## config.mk

```make
export PLATFORM = sky130hd
export DESIGN_NAME = invader_edge_ctrl
export DESIGN_NICKNAME = d
export VERILOG_FILES = /design/src/rtl/invader_edge_ctrl.sv
export SDC_FILE = /design/constraint.sdc
export NUM_CORES = 1
export LEC_CHECK = 0
export CORE_ASPECT_RATIO = 1.75
export CORE_MARGIN = 2
export CORE_UTILIZATION = 56
export CTS_CLUSTER_DIAMETER = 80
export DETAILED_ROUTE_END_ITERATION = 10
export GPL_TIMING_DRIVEN = 0
export PLACE_DENSITY_LB_ADDON = 0.15
export SYNTH_ARGS = -nofsm -noshare
export SYNTH_HDL_FRONTEND = slang
export SYNTH_SLANG_ARGS = --single-unit
export TNS_END_PERCENT = 20
```

## constraint.sdc

```tcl
create_clock -name clk -period 4 [get_ports clk]
set_input_delay 0.6 -clock clk [delete_from_list [all_inputs] [get_ports clk]]
set_output_delay 0.6 -clock clk [all_outputs]
set_load 0.02 [all_outputs]
```

## src/rtl/invader_edge_ctrl.sv

```systemverilog
// invader_edge_ctrl: tracks the invader formation's horizontal extent and
// sequences edge hits, descents and landing once per frame.
// Optional feature: define INVADER_EDGE_DBG_CNT_EN to enable the saturating
// dirChgCnt direction-change counter; otherwise dirChgCnt is tied to zero.
module invader_edge_ctrl #(
  parameter int NUM_COLS     = 8,
  parameter int COL_W        = 32,
  parameter int RIGHT_LIMIT  = 639,
  parameter int LEFT_LIMIT   = 0,
  parameter int BOTTOM_LIMIT = 440,
  parameter int DESC_FRAMES  = 30
) (
  input  logic                clk,
  input  logic                reset,
  input  logic                startOfFrame,
  input  logic                gameActive,
  input  logic [10:0]         topLeftX,
  input  logic [10:0]         topLeftY,
  input  logic [10:0]         formH,
  input  logic [NUM_COLS-1:0] aliveCols,
  output logic                chgDir,
  output logic                descending,
  output logic                landed,
  output logic                dirRight,
  output logic [15:0]         dirChgCnt
);

  localparam int IDX_W = (NUM_COLS > 1) ? $clog2(NUM_COLS) : 1;

  typedef enum logic [2:0] {
    IDLE    = 3'd0,
    WATCH_R = 3'd1,
    DESC_R  = 3'd2,
    WATCH_L = 3'd3,
    DESC_L  = 3'd4,
    LANDED  = 3'd5
  } state_t;

  state_t             state;
  state_t             nextState;
  logic [7:0]         frameCnt;
  logic [7:0]         nextCnt;
  logic               hitNext;
  logic [IDX_W-1:0]   lo;
  logic [IDX_W-1:0]   hi;
  logic               anyAlive;
  logic signed [11:0] xExt;
  logic signed [11:0] leftEdge;
  logic signed [11:0] rightEdge;
  logic [11:0]        bottomY;
  logic               rightHit;
  logic               leftHit;
  logic               bottomHit;

  // Locate the lowest and highest live columns (scan order gives priority)
  always_comb begin
    lo = {IDX_W{1'b0}};
    hi = {IDX_W{1'b0}};
    for (int i = NUM_COLS - 1; i >= 0; i--) begin
      lo = aliveCols[i] ? IDX_W'(i) : lo;
    end
    for (int j = 0; j < NUM_COLS; j++) begin
      hi = aliveCols[j] ? IDX_W'(j) : hi;
    end
  end

  // Formation extents; X is treated as two's complement so a formation
  // partly off the left of the screen yields a small or negative leftEdge
  always_comb begin
    anyAlive  = |aliveCols;
    xExt      = $signed({topLeftX[10], topLeftX});
    leftEdge  = xExt + $signed(12'(32'(lo) * COL_W));
    rightEdge = xExt + $signed(12'((32'(hi) + 32'd1) * COL_W)) - 12'sd1;
    bottomY   = {1'b0, topLeftY} + {1'b0, formH};
    rightHit  = (rightEdge >= $signed(12'(RIGHT_LIMIT)));
    leftHit   = (leftEdge <= $signed(12'(LEFT_LIMIT)));
    bottomHit = (bottomY >= 12'(BOTTOM_LIMIT));
  end

  // Next-state, frame-counter and edge-hit decode
  always_comb begin
    nextState = state;
    nextCnt   = frameCnt;
    hitNext   = 1'b0;
    if (!gameActive) begin
      nextState = IDLE;
      nextCnt   = 8'd0;
    end else begin
      case (state)
        IDLE: begin
          if (anyAlive) nextState = WATCH_R;
          else          nextState = IDLE;
        end
        LANDED: nextState = LANDED;
        WATCH_R, DESC_R, WATCH_L, DESC_L: begin
          if (!startOfFrame) begin
            nextState = state;
          end else if (bottomHit) begin
            nextState = LANDED;
            nextCnt   = 8'd0;
          end else if (!anyAlive) begin
            nextState = state;
          end else begin
            case (state)
              WATCH_R: begin
                if (rightHit) begin
                  nextState = DESC_R;
                  nextCnt   = 8'(DESC_FRAMES - 1);
                  hitNext   = 1'b1;
                end else begin
                  nextState = WATCH_R;
                end
              end
              WATCH_L: begin
                if (leftHit) begin
                  nextState = DESC_L;
                  nextCnt   = 8'(DESC_FRAMES - 1);
                  hitNext   = 1'b1;
                end else begin
                  nextState = WATCH_L;
                end
              end
              DESC_R: begin
                if (frameCnt == 8'd0) nextState = WATCH_L;
                else                  nextCnt   = frameCnt - 8'd1;
              end
              DESC_L: begin
                if (frameCnt == 8'd0) nextState = WATCH_R;
                else                  nextCnt   = frameCnt - 8'd1;
              end
              default: nextState = IDLE;
            endcase
          end
        end
        default: begin
          nextState = IDLE;
          nextCnt   = 8'd0;
        end
      endcase
    end
  end

  // FSM state, frame counter and registered status outputs
  always_ff @(posedge clk or posedge reset) begin
    if (reset) begin
      state      <= IDLE;
      frameCnt   <= 8'd0;
      chgDir     <= 1'b0;
      descending <= 1'b0;
      landed     <= 1'b0;
      dirRight   <= 1'b1;
    end else begin
      state      <= nextState;
      frameCnt   <= nextCnt;
      chgDir     <= hitNext;
      descending <= (nextState == DESC_R) || (nextState == DESC_L);
      landed     <= (nextState == LANDED);
      case (nextState)
        WATCH_L, DESC_R: dirRight <= 1'b0;
        LANDED:          dirRight <= dirRight;
        default:         dirRight <= 1'b1;
      endcase
    end
  end

`ifdef INVADER_EDGE_DBG_CNT_EN
  // Saturating count of direction changes, cleared when the game stops
  always_ff @(posedge clk or posedge reset) begin
    if (reset) begin
      dirChgCnt <= 16'd0;
    end else if (!gameActive) begin
      dirChgCnt <= 16'd0;
    end else if (hitNext && (dirChgCnt != 16'hFFFF)) begin
      dirChgCnt <= dirChgCnt + 16'd1;
    end else begin
      dirChgCnt <= dirChgCnt;
    end
  end
`else
  assign dirChgCnt = 16'd0;
`endif

endmodule

```

After elaboration in Yosys (flattened, before gate mapping)

Cells that the tools add are included.

Register bits: 15
Input port bits: 45
Output and inout bits: 20

Add/subtract/negate cells: 6
Magnitude comparators: 3
Equality and inequality tests: 16
Muxes and demuxes: 44
Reductions and logical operators: 9

Operators by type and width:

| cell                  | count |
|---|---|
| $mux 3                | 19 |
| $mux 8                | 7 |
| $pmux 8 s3            | 1 |
| $pmux 8 s2            | 1 |
| $ne 5x5->1 const B    | 3 |
| $add 11x10->12        | 1 |
| $add 11x11->12        | 1 |
| $add 11x9->12         | 1 |
| $eq 3x2->1 const B    | 4 |
| $eq 3x3->1 const B    | 4 |
| $ge 12x11->1 const B  | 1 |
| $ge 12x9->1 const B   | 1 |
| $le 12x1->1 const B   | 1 |
| $pmux 3 s4            | 1 |
| $sub 12x2->12 const B | 1 |
| $mux 1                | 9 |
| $pmux 3 s3            | 1 |
| $logic_not 8->1       | 1 |
| $reduce_or 8->1       | 1 |
| $sub 8x1->8 const B   | 1 |
| $reduce_and 7->1      | 1 |
| $mux 2                | 3 |
| $ne 6x6->1 const B    | 1 |
| $reduce_or 2->1       | 3 |
| 9 further kinds       | 10 |

Longest topological paths before layout

Depth after elaboration: 21
Depth in mapped cells: 19

Worst setup path before layout

No wires, ideal clock.

Path type: input-to-reg
Start: input port aliveCols[2]
End: register frameCnt[3]
Library setup time: 0.099 ns
Arrival time: 3.604 ns
Data required time: 3.901 ns
Setup slack: 0.297 ns
Stages: 19
Path buffers: 1
Cell sequence: inv_1 > a21oi_1 > nor2_1 > nor2_1 > o21ai_0 > ha_1 > xor2_1 > ha_1 > inv_1 > ha_1 > and3_1 > o311ai_0 > nand3b_1 > xor2_1 > or2_2 > o21a_1 > buf_6 > and2_1 > a311oi_1

Longest elaborated chain between the ends: 12
Elaborated cells on any way between the ends: 20
Those cells by class: add/sub (4); order compare (2); eq/ne (3); mux (9); reduce/logical (2)

RTL lines:

| element                      | line | RTL |
|---|---|---|
| start: declaration           | 20   | `input logic [NUM_COLS-1:0] aliveCols,` |
| $mux 2 (2 in series)         | 63   | `hi = aliveCols[j] ? IDX_W'(j) : hi;` |
| $mux 3 (4 in series)         | 63   |  |
| $add 3x1->4                  | 73   | `rightEdge = xExt + $signed(12'((32'(hi) + 32'd1) * COL_W)) - 12'sd1;` |
| $add 11x10->12               | 73   |  |
| $sub 12x2->12                | 73   |  |
| $ge 12x11->1                 | 75   | `rightHit = (rightEdge >= $signed(12'(RIGHT_LIMIT)));` |
| $ne 5x5->1 (no line)         | --   |  |
| $reduce_and 7->1 (no line) * | --   |  |
| end signal: assignment       | 154  | `frameCnt <= nextCnt;` |
| end: declaration             | 41   | `logic [7:0] frameCnt;` |

Mark *: on every way between the ends. The rest lies on a longest branch, timed or not.
A chain may end at the register's enable or synchronous reset.

Worst setup path in the final report

Start: input port aliveCols[1]
End: register state[0]

Longest elaborated chain between the ends: 18
Elaborated cells on any way between the ends: 25
Those cells by class: add/sub (4); order compare (2); mux (18); reduce/logical (1)

RTL lines:

| element                | line | RTL |
|---|---|---|
| $mux 1                 | 63   |  |
| $mux 2 (2 in series)   | 63   |  |
| $mux 3 (4 in series)   | 63   |  |
| $add 3x1->4            | 73   |  |
| $add 11x10->12         | 73   |  |
| $sub 12x2->12          | 73   |  |
| $ge 12x11->1           | 75   |  |
| $mux 2                 | 106  | `if (rightHit) begin` |
| $pmux 3 s4             | 104  | `case (state)` |
| $mux 3                 | 101  | `end else if (!anyAlive) begin` |
| $mux 3                 | 98   | `end else if (bottomHit) begin` |
| $mux 3                 | 96   | `if (!startOfFrame) begin` |
| $pmux 3 s3 *           | 89   | `case (state)` |
| $mux 3 *               | 85   | `if (!gameActive) begin` |
| via nextState[0]       | 40   | `state_t nextState;` |
| end signal: assignment | 153  | `state <= nextState;` |
| end: declaration       | 39   | `state_t state;` |

The timed path passes the listed nets; every way through them passes the cells marked *.

==> out/results.tsv <==
metric	value	unit
grt.total_usage	0.239	
drc	0	
final_hold_viol_count	0	
slowest_delay	0.30	ns
clk_path_buf_depth	2	
period_share	0.968	
syn_area_per_cell	7.44	um2
synth_edf_count	0	
critical-path-slowest-cell	ha_1	
tightest_slew	0.705	ns
p_comb_frac	0.676	
grt_pass1_wl	11.2	mm
crit_chain	dlygate4sd2_1, a21oi_1, nor2_1, nor2_1, o21ai_2, ha_1, xor2_1, ha_1, inv_2, ha_4, and3_4, o311ai_1, nand3b_1, xor2_2, buf_4, o31ai_1, a211oi_2, a41oi_1, or2_1	
drt_iter0_markers	133	
first_global_vias	2722	
leakage	1.62	nW
maxCapViolCount	0	
pwr-share-seq	0.205	
setup_viol	0	
crit_family	compound AO/OA/AOI/OAI gates	
async_reset_ff_frac	1.00	
netlist_area	0.00277	mm2
routed_via_density	5.78	
crit_path_max_fanout	5	
overflow	0	
hp-start	dirRight	
totalWireLength	6.41	mm
rr_startpoint	frameCnt[2]	
powerDensity	298	mW/mm2
internal_power	0.576	mW
initial_core_util	0.588	
path_clk_slew	0.06	ns
switching_power	0.463	mW
clock-root-buffer	clkbuf_8	
status	complete, no violations	
dp_cells	486	
timing.fmax	258	MHz
reg2reg_slack	1.75	ns
final_common_cell	inv_1	
p_clk_frac	0.119	
worstHoldEndpoint	dirRight	
htree_levels	1	
post-dp-hpwl	5.39	mm
io_buffers	47	
vdd_ir_drop_max	0.371	mV
whs_path_depth	2	
nNetsFinal	521	
cts_buffers	3	
synth_flop_cell	dfrtp_1	
route.vias.total	2843	
cts_tree	built	
dieArea	0.00554	mm2
netlist_instances	372	
clk_latency	0.25	ns
die_y	97	um
slew_headroom	0.527	
area_growth	25.9	%
wl_per_cell	13.0	um
r2r-end	frameCnt[4]	
critical_path_buf_inv_count	3	
fin_skew	0.00464	ns
fp.dieW	57.1	um
antennaDiodeCount	0	
timing.final.crit_period	3.87	ns
cts_num_sinks	15	
cts_hold_buf	0	
drtPass1Iterations	4	
startpoint_type	primary input	
place_congestion	0.880	
slew_viol_final	0	
cp-end-kind	register	
drtAntennaViolNets	0	
instances_no_fill	492	
mostFrequentLayoutCells	inv_1 (42), clkdlybuf4s50_1 (40), nor2_1 (32)	
antenna_found_initial	0	
ys_warn_count	0	
io_pins	65	
power	1.04	mW
arrival	4.00	ns
yosysSeqAreaShare	0.136	
r2r_cells	7	
yosysUniqueCellTypes	63	
num_rows	33	
worst-setup-path-type	in -> reg	
swShare	0.445	
drive_gt1_frac	0.120	
grt_max_degree	16	
ys_ff_latch	15	
hp-class	reg -> reg	
coreArea	0.00471	mm2
required	4.13	ns
-- metrics by stage --
| stage | hold WS [ns] | worst slack (ns) | utilization | instance area (um2) | setup TNS (ns) |
|---|---|---|---|---|---|
| floorplan | 0.501 | 0.297 | - | 2820 | 0 |
| global placement | 0.486 | -0.608 | 0.714 | 3360 | -7.06 |
| detailed placement | 0.485 | -0.693 | 0.714 | 3360 | -7.89 |
| CTS | 0.494 | 0.0158 | 0.730 | 3430 | 0 |
| global route | 0.516 | -0.00824 | 0.740 | 3480 | -0.00824 |
| finish | 0.488 | 0.126 | 0.740 | 3480 | 0 |
-- worst reg2reg max path: stages, from the launching register on --
cell and delay [ns]:
dfrtp_1 0.43, nor4_1 0.40, nand3_1 0.15, or3_1 0.38, and2_1 0.17, buf_2 0.18
and2_4 0.20, a311oi_2 0.25
-- layout make-up --
type,count,area (um2)
Fill cell,392,1220
Multi-Input combinational cell,304,2200
Sequential cell,15,377
Tap cell,52,65.1
Timing Repair Buffer,49,473
Buffer,24,159
Clock buffer,4,45.0
Inverter,44,165
-- cells by family after synthesis --
family,count (synthesis),share of synthesized area
AO/OA/AOI/OAI,111,0.277
XOR/XNOR,9,0.0285
adder cells (fa/ha/maj),35,0.166
buffers and inverters,68,0.117
flip-flops,15,0.136
multiplexers,4,0.0190
other,1,0.00135
AND/OR/NAND/NOR,129,0.255
-- power groups by stage --
stage          logic [mW]  clock network [mW]  registers, mW
3_3_place_gp        0.636                   0          0.213
2_1_floorplan       0.490                   0          0.212
6_report            0.702               0.124          0.213
4_1_cts             0.666               0.124          0.212
3_5_place_dp        0.655                   0          0.213
5_1_grt             0.781               0.131          0.217
-- flip-flops by register name, indices dropped and copies added, names as in the netlist --
register    count
frameCnt        8
landed          1
chgDir          1
descending      1
state           3
dirRight        1
-- synth_stat cells (3+ instances only) --
cell | n | area share
nor2b_1 | 8 | 0.018
nand2_1 | 19 | 0.026
o31ai_1 | 9 | 0.024
nand4b_1 | 3 | 0.0095
or2_2 | 4 | 0.0090
o21ai_0 | 15 | 0.027
fa_1 | 3 | 0.022
o211ai_1 | 5 | 0.014
and3_1 | 8 | 0.018
ha_1 | 32 | 0.14
clkbuf_1 | 6 | 0.0081
a31o_2 | 4 | 0.013
a21o_1 | 4 | 0.011
dfrtp_1 | 14 | 0.13
o21a_1 | 9 | 0.024
nand4_1 | 6 | 0.014
xnor2_1 | 5 | 0.016
nor3_1 | 12 | 0.022
and2_1 | 4 | 0.0090
nor2_1 | 32 | 0.043
inv_1 | 44 | 0.060
nand3_1 | 5 | 0.0090
a31oi_1 | 7 | 0.016
a21oi_1 | 26 | 0.047
a211oi_1 | 6 | 0.016
nor4_1 | 5 | 0.011
nand2b_1 | 8 | 0.018
buf_4 | 16 | 0.043
mux2i_1 | 3 | 0.011
o2111ai_1 | 3 | 0.0095
xor2_1 | 4 | 0.013
or3_1 | 5 | 0.011
-- metal layers --
layer / wire length (um) / GRT usage / vias to the layer above / part of all wire
met2: 3640 / 0.468 / 66 / 0.57
met3: 147 / 0.0147 / 12 / 0.023
met4: 110 / 0.0680 / 0 / 0.017
met1: 2520 / 0.262 / 1308 / 0.39
li1: - / - / 1457 / -
met5: 0 / 0 / - / 0
-- worst max-delay path by stage --
stage,endpoint,slack [ns],cells after the start,start
after floorplan,frameCnt[3],0.30,19,aliveCols[2]
after global placement,frameCnt[4],-0.61,20,aliveCols[2]
after detailed placement,frameCnt[3],-0.69,20,aliveCols[2]
after CTS,frameCnt[3],0.02,20,aliveCols[2]
after global routing,state[0],-0.008,19,aliveCols[1]
final,state[0],0.13,19,aliveCols[1]
-- repair_timing --
item | 4_1_cts | 5_1_grt
endpoints found under the hold margin | 0 | 0
gates resized for setup | 14 | 13
pin swaps | 3 | 8
endpoints found under the setup margin | 14 | 13
setup buffers | 0 | 2
Power figures use the tool's default switching activity.
